[src/rtl/vm2002_inventory_arb_if.sv]
// Purpose : bundle of supplier-load, user-purchase and output-stage signals
//           shared by the VM2002 inventory arbiter and whatever drives it.
// Modports: slave  = arbiter side (takes requests, drives results)
//           master = requester / output-stage side
interface vm2002_inventory_arb_if #(
   parameter int IDX_W  = 2,
   parameter int CNT_W  = 4,
   parameter int COST_W = 8
);
   // supplier restock port
   logic              sup_valid;
   logic [IDX_W-1:0]  sup_item;
   logic [CNT_W-1:0]  sup_count;
   logic [COST_W-1:0] sup_cost;
   logic              sup_ready;
   // user purchase port
   logic              usr_req;
   logic [IDX_W-1:0]  usr_item;
   logic [15:0]       usr_amount;
   logic              usr_ack;
   logic [1:0]        usr_status;
   logic [15:0]       usr_change;
   // output stage
   logic              dispense;
   logic [IDX_W-1:0]  dispense_item;
   logic              busy;

   modport slave (
      input  sup_valid, sup_item, sup_count, sup_cost,
      output sup_ready,
      input  usr_req, usr_item, usr_amount,
      output usr_ack, usr_status, usr_change,
      output dispense, dispense_item, busy
   );

   modport master (
      output sup_valid, sup_item, sup_count, sup_cost,
      input  sup_ready,
      output usr_req, usr_item, usr_amount,
      input  usr_ack, usr_status, usr_change,
      input  dispense, dispense_item, busy
   );
endinterface

[src/rtl/vm2002_inventory_arb.sv]
// Purpose : VM2002 per-item count/cost table, arbitrated between supplier
//           restock and user purchase; checks stock and payment, issues results.
// Latency : load = 2 cycles accept-to-next-arbitration; purchase = 3 cycles grant-to-ack.
// Backpressure: sup_ready only while IDLE and the supplier wins; usr_req held until usr_ack.
// Ports   : clk, hrst (async active-low), bus (slave modport of vm2002_inventory_arb_if).
module vm2002_inventory_arb #(
   parameter int IDX_W  = 2,
   parameter int CNT_W  = 4,
   parameter int COST_W = 8
) (
   input  logic                  clk,
   input  logic                  hrst,
   vm2002_inventory_arb_if.slave bus
);
   localparam int NUM_ITEMS = 2 ** IDX_W;

   localparam logic [1:0] ST_IDLE   = 2'd0;
   localparam logic [1:0] ST_LOAD   = 2'd1;
   localparam logic [1:0] ST_CHECK  = 2'd2;
   localparam logic [1:0] ST_RESULT = 2'd3;

   localparam logic [1:0] STAT_OK      = 2'b01;
   localparam logic [1:0] STAT_SOLDOUT = 2'b10;
   localparam logic [1:0] STAT_INSUFF  = 2'b11;

   localparam logic GRANT_SUP = 1'b0;
   localparam logic GRANT_USR = 1'b1;

   logic [1:0]        state;
   logic              last_grant;
   logic [CNT_W-1:0]  count_tbl [NUM_ITEMS];
   logic [COST_W-1:0] cost_tbl  [NUM_ITEMS];

   logic [IDX_W-1:0]  cap_item;
   logic [CNT_W-1:0]  cap_count;
   logic [COST_W-1:0] cap_cost;
   logic [15:0]       cap_amount;
   logic [1:0]        res_status;
   logic [15:0]       res_change;

   logic              ack_q;
   logic [1:0]        status_q;
   logic [15:0]       change_q;
   logic              disp_q;
   logic [IDX_W-1:0]  disp_item_q;

   logic              grant_sup;
   logic              grant_usr;
   logic [CNT_W-1:0]  cur_count;
   logic [COST_W-1:0] cur_cost;
   logic [15:0]       cost_ext;
   logic [CNT_W:0]    sat_sum;

   // Tie-break: the requester not granted last time wins.
   always_comb begin
      grant_sup = 1'b0;
      grant_usr = 1'b0;
      if (state == ST_IDLE) begin
         if (bus.sup_valid && (!bus.usr_req || last_grant == GRANT_USR))
            grant_sup = 1'b1;
         else if (bus.usr_req)
            grant_usr = 1'b1;
      end
   end

   // FSM sits in IDLE during reset, so gate with hrst to keep sup_ready low there.
   assign bus.sup_ready     = hrst & grant_sup;
   assign bus.busy          = (state != ST_IDLE);
   assign bus.usr_ack       = ack_q;
   assign bus.usr_status    = status_q;
   assign bus.usr_change    = change_q;
   assign bus.dispense      = disp_q;
   assign bus.dispense_item = disp_item_q;

   assign cur_count = count_tbl[cap_item];
   assign cur_cost  = cost_tbl[cap_item];
   assign cost_ext  = 16'(cur_cost);
   // One extra bit catches overflow so the count saturates instead of wrapping.
   assign sat_sum   = {1'b0, cur_count} + {1'b0, cap_count};

   always_ff @(posedge clk or negedge hrst) begin
      if (!hrst) begin
         state       <= ST_IDLE;
         last_grant  <= GRANT_USR;
         cap_item    <= '0;
         cap_count   <= '0;
         cap_cost    <= '0;
         cap_amount  <= '0;
         res_status  <= '0;
         res_change  <= '0;
         ack_q       <= 1'b0;
         status_q    <= '0;
         change_q    <= '0;
         disp_q      <= 1'b0;
         disp_item_q <= '0;
         for (int i = 0; i < NUM_ITEMS; i++) begin
            count_tbl[i] <= '0;
            cost_tbl[i]  <= '0;
         end
      end else begin
         ack_q  <= 1'b0;
         disp_q <= 1'b0;
         case (state)
            ST_IDLE: begin
               if (grant_sup) begin
                  cap_item   <= bus.sup_item;
                  cap_count  <= bus.sup_count;
                  cap_cost   <= bus.sup_cost;
                  last_grant <= GRANT_SUP;
                  state      <= ST_LOAD;
               end else if (grant_usr) begin
                  cap_item   <= bus.usr_item;
                  cap_amount <= bus.usr_amount;
                  last_grant <= GRANT_USR;
                  state      <= ST_CHECK;
               end
            end
            ST_LOAD: begin
               count_tbl[cap_item] <= sat_sum[CNT_W] ? '1 : sat_sum[CNT_W-1:0];
               cost_tbl[cap_item]  <= cap_cost;
               state               <= ST_IDLE;
            end
            ST_CHECK: begin
               if (cur_count == '0) begin
                  res_status <= STAT_SOLDOUT;
                  res_change <= cap_amount;
               end else if (cap_amount < cost_ext) begin
                  res_status <= STAT_INSUFF;
                  res_change <= cap_amount;
               end else begin
                  res_status          <= STAT_OK;
                  res_change          <= cap_amount - cost_ext;
                  count_tbl[cap_item] <= cur_count - CNT_W'(1);
               end
               state <= ST_RESULT;
            end
            ST_RESULT: begin
               ack_q    <= 1'b1;
               status_q <= res_status;
               change_q <= res_change;
               if (res_status == STAT_OK) begin
                  disp_q      <= 1'b1;
                  disp_item_q <= cap_item;
               end
               state <= ST_IDLE;
            end
            default: state <= ST_IDLE;
         endcase
      end
   end
endmodule

[src/flat_wrapper.sv]
// flat-port wrapper written by rule: the top's interface ports become plain ports
module vm2002_inventory_arb_flat 
#(
   parameter int IDX_W  = 2,
   parameter int CNT_W  = 4,
   parameter int COST_W = 8
)
  (clk, hrst, bus_sup_valid, bus_sup_item, bus_sup_count, bus_sup_cost, bus_sup_ready, bus_usr_req, bus_usr_item, bus_usr_amount, bus_usr_ack, bus_usr_status, bus_usr_change, bus_dispense, bus_dispense_item, bus_busy);
  vm2002_inventory_arb_if #(.IDX_W(IDX_W), .CNT_W(CNT_W), .COST_W(COST_W)) bus_i ();
  input  logic clk;
  input  logic hrst;
  input wire logic [$bits(bus_i.sup_valid)-1:0] bus_sup_valid;
  input wire logic [$bits(bus_i.sup_item)-1:0] bus_sup_item;
  input wire logic [$bits(bus_i.sup_count)-1:0] bus_sup_count;
  input wire logic [$bits(bus_i.sup_cost)-1:0] bus_sup_cost;
  output wire logic [$bits(bus_i.sup_ready)-1:0] bus_sup_ready;
  input wire logic [$bits(bus_i.usr_req)-1:0] bus_usr_req;
  input wire logic [$bits(bus_i.usr_item)-1:0] bus_usr_item;
  input wire logic [$bits(bus_i.usr_amount)-1:0] bus_usr_amount;
  output wire logic [$bits(bus_i.usr_ack)-1:0] bus_usr_ack;
  output wire logic [$bits(bus_i.usr_status)-1:0] bus_usr_status;
  output wire logic [$bits(bus_i.usr_change)-1:0] bus_usr_change;
  output wire logic [$bits(bus_i.dispense)-1:0] bus_dispense;
  output wire logic [$bits(bus_i.dispense_item)-1:0] bus_dispense_item;
  output wire logic [$bits(bus_i.busy)-1:0] bus_busy;
  assign bus_i.sup_valid = bus_sup_valid;
  assign bus_i.sup_item = bus_sup_item;
  assign bus_i.sup_count = bus_sup_count;
  assign bus_i.sup_cost = bus_sup_cost;
  assign bus_sup_ready = bus_i.sup_ready;
  assign bus_i.usr_req = bus_usr_req;
  assign bus_i.usr_item = bus_usr_item;
  assign bus_i.usr_amount = bus_usr_amount;
  assign bus_usr_ack = bus_i.usr_ack;
  assign bus_usr_status = bus_i.usr_status;
  assign bus_usr_change = bus_i.usr_change;
  assign bus_dispense = bus_i.dispense;
  assign bus_dispense_item = bus_i.dispense_item;
  assign bus_busy = bus_i.busy;
  vm2002_inventory_arb #(.IDX_W(IDX_W), .CNT_W(CNT_W), .COST_W(COST_W)) u_core (.clk(clk), .hrst(hrst), .bus(bus_i));
endmodule
[config.mk]
export PLATFORM = sky130hd
export DESIGN_NAME = vm2002_inventory_arb_flat
export DESIGN_NICKNAME = d
export VERILOG_FILES = /design/src/rtl/vm2002_inventory_arb_if.sv /design/src/rtl/vm2002_inventory_arb.sv /design/src/flat_wrapper.sv
export SDC_FILE = /design/constraint.sdc
export NUM_CORES = 1
export LEC_CHECK = 0
export ABC_AREA = 1
export BUFFER_PORTS_ARGS = -buffer_cell sky130_fd_sc_hd__buf_4
export CAP_MARGIN = 30
export CORE_MARGIN = 10
export CORE_UTILIZATION = 50
export CTS_BUF_LIST = sky130_fd_sc_hd__clkbuf_4 sky130_fd_sc_hd__clkbuf_8 sky130_fd_sc_hd__clkbuf_16
export CTS_CLUSTER_SIZE = 16
export DETAILED_ROUTE_END_ITERATION = 8
export GPL_ROUTABILITY_DRIVEN = 1
export GPL_TIMING_DRIVEN = 0
export MAX_ROUTING_LAYER = met4
export PLACE_DENSITY = 0.77
export SYNTH_ARGS = -nofsm -noshare
export SYNTH_HDL_FRONTEND = slang
export SYNTH_SLANG_ARGS = --single-unit
[constraint.sdc]
create_clock -name clk -period 5.5 [get_ports clk]
set_clock_uncertainty 0.15 [all_clocks]
set_input_delay 0.275 -clock clk [delete_from_list [all_inputs] [get_ports clk]]
set_output_delay 0.275 -clock clk [all_outputs]
set_load 0.03 [all_outputs]
==> results of run 1 <==
tightest hold or removal path, stage by stage:
cell	delay [ns]
buf_4	0.09
nor3_1	0.05
nand2_1	0.06
nand3_1	0.09
logic make-up (layout without fill, tap and decap cells):
kind of cell | Yosys count | in the layout | synth area share [%]
compound gates | 114 | 114 | 10.8
mux | 15 | 15 | 2.86
other cells | 0 | 1 | 0
xor+xnor | 8 | 8 | 1.19
flops | 121 | 121 | 51.4
fa+ha+maj | 20 | 20 | 4.50
buf+inv | 80 | 207 | 5.81
simple gates | 304 | 304 | 23.4
where the power goes:
part / internal, mW / switching (mW) / total, mW
clock: 0.790 / 0.382 / 1.17
sequential: 1.30 / 0.248 / 1.55
combinational: 0.954 / 1.67 / 2.62
cell type report:
class / count / area, µm²
antenna: 1 / 2.50
buffer: 19 / 106
clock buffer: 23 / 477
clock inverter: 9 / 148
fill: 916 / 3940
inverter: 61 / 236
multi-input combinational: 461 / 2520
sequential: 121 / 3030
tap: 143 / 179
timing repair buffer: 95 / 825
per-stage QoR:
stage | util [%] | power [mW]
2_1_floorplan | - | 3.40
3_3_place_gp | 56.8 | 4.01
3_5_place_dp | 57.1 | 4.10
4_1_cts | 65.6 | 5.35
5_1_grt | 65.6 | 5.77
6_report | 65.6 | 5.34
layer usage:
layer | routed length [µm] | share of wire (%)
met4 | 314 | 2.1
met3 | 729 | 4.9
met2 | 7300 | 49
met1 | 6460 | 44
met5 | 0 | 0
synthesized netlist by cell type, drive strengths merged:
cell,n,area [µm²]
nand2,209,797
dfrtp,120,3000
o21ai,79,395
inv,60,233
nand3,53,313
nor2,28,139
ha,18,225
mux2,15,169
a21oi,13,65.1
buf,10,72.6
clkbuf,9,33.8
nand4,9,103
a221oi,7,61.3
a22o,6,52.6
xnor2,4,35.0
xor2,4,35.0
o211ai,3,22.5
or2,3,18.8
a22oi,2,15.0
fa,2,40.0
nor3,2,10.0
o22ai,2,12.5
a21boi,1,7.51
clkinv,1,3.75
dfstp,1,26.3
o21a,1,7.51
flip-flops by register name, summed over array words and instances (netlist names):
signal	flops
u_core.cap_item	2
u_core.res_status	2
u_core.count_tbl	16
u_core.cap_cost	8
u_core.cap_amount	16
u_core.bus.dispense_item	2
u_core.state	2
u_core.bus.dispense	1
u_core.res_change	16
u_core.bus.usr_status	2
u_core.bus.usr_ack	1
u_core.cost_tbl	32
u_core.cap_count	4
u_core.last_grant	1
u_core.bus.usr_change	16
worst paths after layout:
path,slack [ns],startpoint,endpoint
min in group asynchronous,0.14,hrst,u_core.bus.dispense$_DFF_PN0_
max in group asynchronous,4.30,hrst,u_core.cost_tbl[26]$_DFFE_PN0P_
max,2.24,u_core.cap_item[1]$_DFFE_PN0P_,u_core.res_change[13]$_DFFE_PN0P_
max reg2reg,2.24,u_core.cap_item[1]$_DFFE_PN0P_,u_core.res_change[13]$_DFFE_PN0P_
min reg2reg,0.33,u_core.res_change[8]$_DFFE_PN0P_,u_core.res_change[8]$_DFFE_PN0P_
min,0.07,bus_usr_req,u_core.state[1]$_DFFE_PN0P_
what timing repair did:
action,CTS,global route
setup buffers,0,0
hold endpoints to repair,152,0
hold buffers,35,0
endpoints found under the setup margin,0,0
==> results.toml, run 1 <==
[run_status]
outcome = "finished, final reports clean"

[die]
dieArea_um2 = 16500
initial_core_util_pct = 51.4
core_area_um2 = 11500
die_x_um = 129
core.rowCount = 39
die_h_um = 129
ios = 60

[final_layout]
layout_common_cells = "nand2_1, dfrtp_1, o21ai_0, buf_4, inv_1"
layout_commonest_cell = "nand2_1"
synthToLayoutAreaGrowth_pct = 27.7
final_area_um2 = 7530
nets = 832
layout-drive-gt1-share_pct = 18.5
layout.cells.non_filler = 933

[timing]
rsz0062_at_grt = "no"
tns_ns = 0
max_freq_mhz = 307
relSlewSlack_pct = 56.0
final.setup.worst_slack_ns = 2.24
worst_hold_slack_ns = 0.0664
slew_violations = 0
finalHoldViolations = 0
min_period_ns = 3.26
tightest_slew_ns = 0.660
finalSetupViolCount = 0
finalCritPeriodShare_pct = 59.2

[route]
first_iter_violations = 435
vias = 4943
vias_per_cell = 5.30
routed_wl_um = 14800
drt_first_pass_iters = 5
wire_per_inst_um = 15.9
ant_nets = 0
drc = 0

[grt]
gr-usage-met3_pct = 6.16
grt_first_pass_wirelength_um = 24500
busiest_layer = "met2"
antenna_found_initial = 1
first_global_vias = 5051
grt_util_all_layers_pct = 19.0
grt_util_met1_pct = 22.2
grt_util_met2_pct = 30.3
grt_start_max_net_pins = 95
globalRoute.totalOverflow = 0

[placed_design]
dp_hpwl_um = 10100
dp_cells = 865
post-place-ws_ns = 2.28
io_buffers = 59
placed_area_um2 = 6550
gp_congestion = 0.897

[min_path]
hp-class = "in -> reg"
worstHoldPathCells = 4

[clock_network]
ctsResizeCount = 0
clkTransAtPathRegs_ns = 0.05
ctsHtreeMaxLevel = 4
clock_sinks = 121
numCtsBuffers = 17
clock_path_buffers = 2
cts_tree = "done"
ctsRootBufferMaster = "clkbuf_16"
clock_latency_ns = 0.42

[yosys]
syn-num-nets = 718
ys_seq_area_share_pct = 51.4
ys_types = 41
syn_area_um2 = 5900
ys_seq_elements = 121
synth.avg_cell_area_um2 = 8.91
synth_cells = 662
ys_warn_count = 0

[setup_path]
startpoint_type = "flop"
critical_path.max_fanout = 10
max_stage_delay_ns = 0.44
critPathRequiredTime_ns = 5.66
critical_path_class = "reg -> reg"
path_depth = 18
worst-path-buf-inv = 6
cp.arrival_ns = 3.42
end_kind = "flop"
worstPathCellList = "nor2_2 > buf_2 > a22oi_1 > inv_1 > a221oi_1 > inv_1 > fa_1 > inv_1 > nand2_1 > nand2_1 > nand3_1 > nand3_1 > nand2_4 > inv_4 > buf_6 > nand3_2 > nand3_1 > nand2_1"
crit_slowest_cell = "dfrtp_1"
critPathTopFamily = "simple AND/OR/NAND/NOR gates"
r2r.worst_path.cells = 18

[power]
powerDensity_nw_per_um2 = 709
ir_drop_mv = 0.497
leakage_nw = 3.81

[flow_run]
cap_violations = 0
Power figures use the tool's default switching activity.
==> inputs of run 2 (changes only) <==
Settings changed: ABC_AREA 1 to 0.
Clock period 5.5 ns to 3.4 ns, I/O delays scaled along.
==> results.toml, run 2 <==
[route]
vias = 4030
first_iter_violations = 275
drt_first_pass_iters = 4
wire_per_inst_um = 17.8
vias_per_cell = 5.46
drc = 0
routed_wl_um = 13100
ant_nets = 0

[yosys]
muxShareOfSynthArea_pct = 23.0
ys.flop_type = "dfrtp_1"
synth_top_family_by_area = "multiplexers"
syn-num-nets = 508
synthTopCellsByArea = "dfrtp_1, mux2_2, mux4_2"
ys_seq_elements = 121
synth_commonest_cells = "dfrtp_1, mux2_2, nor2_1, nand2_1, inv_1"
synth_xor_xnor_area_share_pct = 1.50
synth_top_area_share_pct = 51.6
synth-edff-count = 0
ys_types = 53
synthAdderAreaFrac_pct = 4.55
yosysMostFrequentCell = "dfrtp_1"
synth-async-reset-ratio_pct = 100
synth-simple-area-share_pct = 7.97
synth_compound_area_share_pct = 7.84
synth.avg_cell_area_um2 = 12.9
yosysTopAreaCell = "dfrtp_1"
ys_warn_count = 0
syn_area_um2 = 5820
ys_seq_area_share_pct = 52.0
synth_cells = 452

[die]
die_h_um = 128
core.rowCount = 39
die_x_um = 128
initial_core_util_pct = 51.0
ios = 60
core_area_um2 = 11400
dieArea_um2 = 16400

[final_layout]
layout.cells.non_filler = 738
layout_common_cells = "dfrtp_1, mux2_2, buf_4, dlygate4sd3_1, nor2_1"
largest_reg_flops = 32
layout-drive-gt1-share_pct = 42.0
num_antenna_cells = 0
nets = 638
final_core_util_pct = 67.6
synthToLayoutAreaGrowth_pct = 32.6
largest_register = "u_core.cost_tbl"
layout_commonest_cell = "dfrtp_1"

[clock_network]
cts_tree = "done"
numCtsBuffers = 17
clock_latency_ns = 0.41
ctsHtreeMaxLevel = 4
clock_sinks = 121
clock_path_buffers = 2
clkTransAtPathRegs_ns = 0.06
ctsRootBufferMaster = "clkbuf_16"

[timing]
final.setup.worst_slack_ns = -0.0757
finalSetupViolCount = 12
max_freq_mhz = 288
min_period_ns = 3.48
tightest_slew_ns = 0.711
relSlewSlack_pct = 52.5
finalCritPeriodShare_pct = 102
rsz0062_at_grt = "yes"
slew_violations = 0
finalHoldViolations = 0
tns_ns = -0.654

[flow_run]
cap_violations = 0

[power]
ir_drop_mv = 0.669
p_clk_share_pct = 18.9
leakage_nw = 3.42
swShare_pct = 38.3
p_total_mw = 9.38
intPower_mw = 5.79
p_comb_share_pct = 52.5
powerDensity_nw_per_um2 = 1220
p_seq_share_pct = 28.5
p_sw_mw = 3.59

[placed_design]
post-place-ws_ns = -0.610
dp_cells = 656
gp_congestion = 0.893
dp_hpwl_um = 8810
io_buffers = 59

[grt]
grt_start_max_net_pins = 85
grt_util_all_layers_pct = 17.3
first_global_vias = 4259
antenna_found_initial = 0
globalRoute.totalOverflow = 0
grt_first_pass_wirelength_um = 21900

[setup_path]
cp.arrival_ns = 3.62
max_stage_delay_ns = 0.53
startpoint_type = "flop"
critPathTopFamily = "multiplexers"
critPathRequiredTime_ns = 3.54
crit_slowest_cell = "mux4_2"
worst-path-buf-inv = 2
critical_path_class = "reg -> reg"
end_kind = "flop"
worstPathCellList = "buf_12 > mux4_2 > ha_4 > fa_2 > nand2b_4 > a21oi_4 > a21oi_4 > a21o_4 > buf_4 > a21oi_2 > mux2_2"
critical_path.max_fanout = 5
crit_top_cell = "a21oi_4"

[run_status]
outcome = "complete, but fails checks"
violations = "negative setup slack"

[min_path]
hp-class = "in -> async"
## run 2: cell count changes after synthesis, moves of 16 or more
cell / before / now
a31oi_1: 0 / 16
o21ai_0: 79 / 9
mux2_2: 15 / 94
nand3_1: 45 / 4
nand2_1: 206 / 23
inv_1: 55 / 22
## run 2: kinds of logic after synthesis
| family | Yosys count |
|---|---|
| AOI/OAI and AO/OA | 64 |
| and+or+nand+nor | 91 |
| xor gates and xnor gates | 10 |
| muxes | 107 |
| adders and majority gates | 20 |
| buffers and inverters | 39 |
| DFF | 121 |
## run 2: final timing paths
path / cells past startpoint / slack (ns) / startpoint / end
max in group asynchronous: 3 / 2.28 / hrst / u_core.cap_item[1]$_DFFE_PN0P_
hold / removal: 2 / 0.07 / hrst / u_core.bus.usr_change[10]$_DFFE_PN0P_
min in group clk: 1 / 0.35 / u_core.cost_tbl[0]$_DFFE_PN0P_ / u_core.cost_tbl[0]$_DFFE_PN0P_
setup / recovery: 11 / -0.08 / u_core.cap_item[0]$_DFFE_PN0P_ / u_core.count_tbl[0]$_DFFE_PN0P_
setup reg to reg: 11 / -0.08 / u_core.cap_item[0]$_DFFE_PN0P_ / u_core.count_tbl[0]$_DFFE_PN0P_
hold reg to reg: 1 / 0.35 / u_core.cost_tbl[0]$_DFFE_PN0P_ / u_core.cost_tbl[0]$_DFFE_PN0P_
## run 2: final cells by class
cell class / instances / area [µm²]
fill: 817 / 3700
sequential: 121 / 3030
multi-input combinational: 292 / 2730
timing repair buffer: 113 / 977
clock buffer: 21 / 474
tap: 143 / 179
buffer: 15 / 124
clock inverter: 11 / 120
inverter: 22 / 82.6
## run 2: power groups by stage
stage	Combinational, mW	Sequential, mW	Clock, mW
after global placement	4.26	2.64	0
final	4.93	2.68	1.78
after global routing	5.40	2.77	1.88
after floorplan	3.23	2.77	0
after CTS	4.78	2.67	1.81
after detailed placement	4.43	2.69	0
## run 2: timing repair
action                                  CTS  global route
buffers inserted                         13             3
endpoints found under the setup margin   31            30
pin swaps                                 8            10
endpoints found under the hold margin   153             0
hold buffers                             36             0
resized for setup                        13            16
## run 2: metal layers
layer	track usage, %	vias up	routed length, µm
met5	-	-	0
met4	6.29	0	201
met3	5.29	14	648
met2	27.6	91	6620
met1	20.3	2033	5680
li1	-	1892	-
## run 2: per-stage QoR
stage | hold WS [ns] | instance area, µm²
finish | 0.0740 | 7720
global route | 0.0972 | 7720
CTS | 0.0690 | 7660
detailed placement | -0.0549 | 6560
global placement | 0.219 | 6520
floorplan | -0.276 | 5900
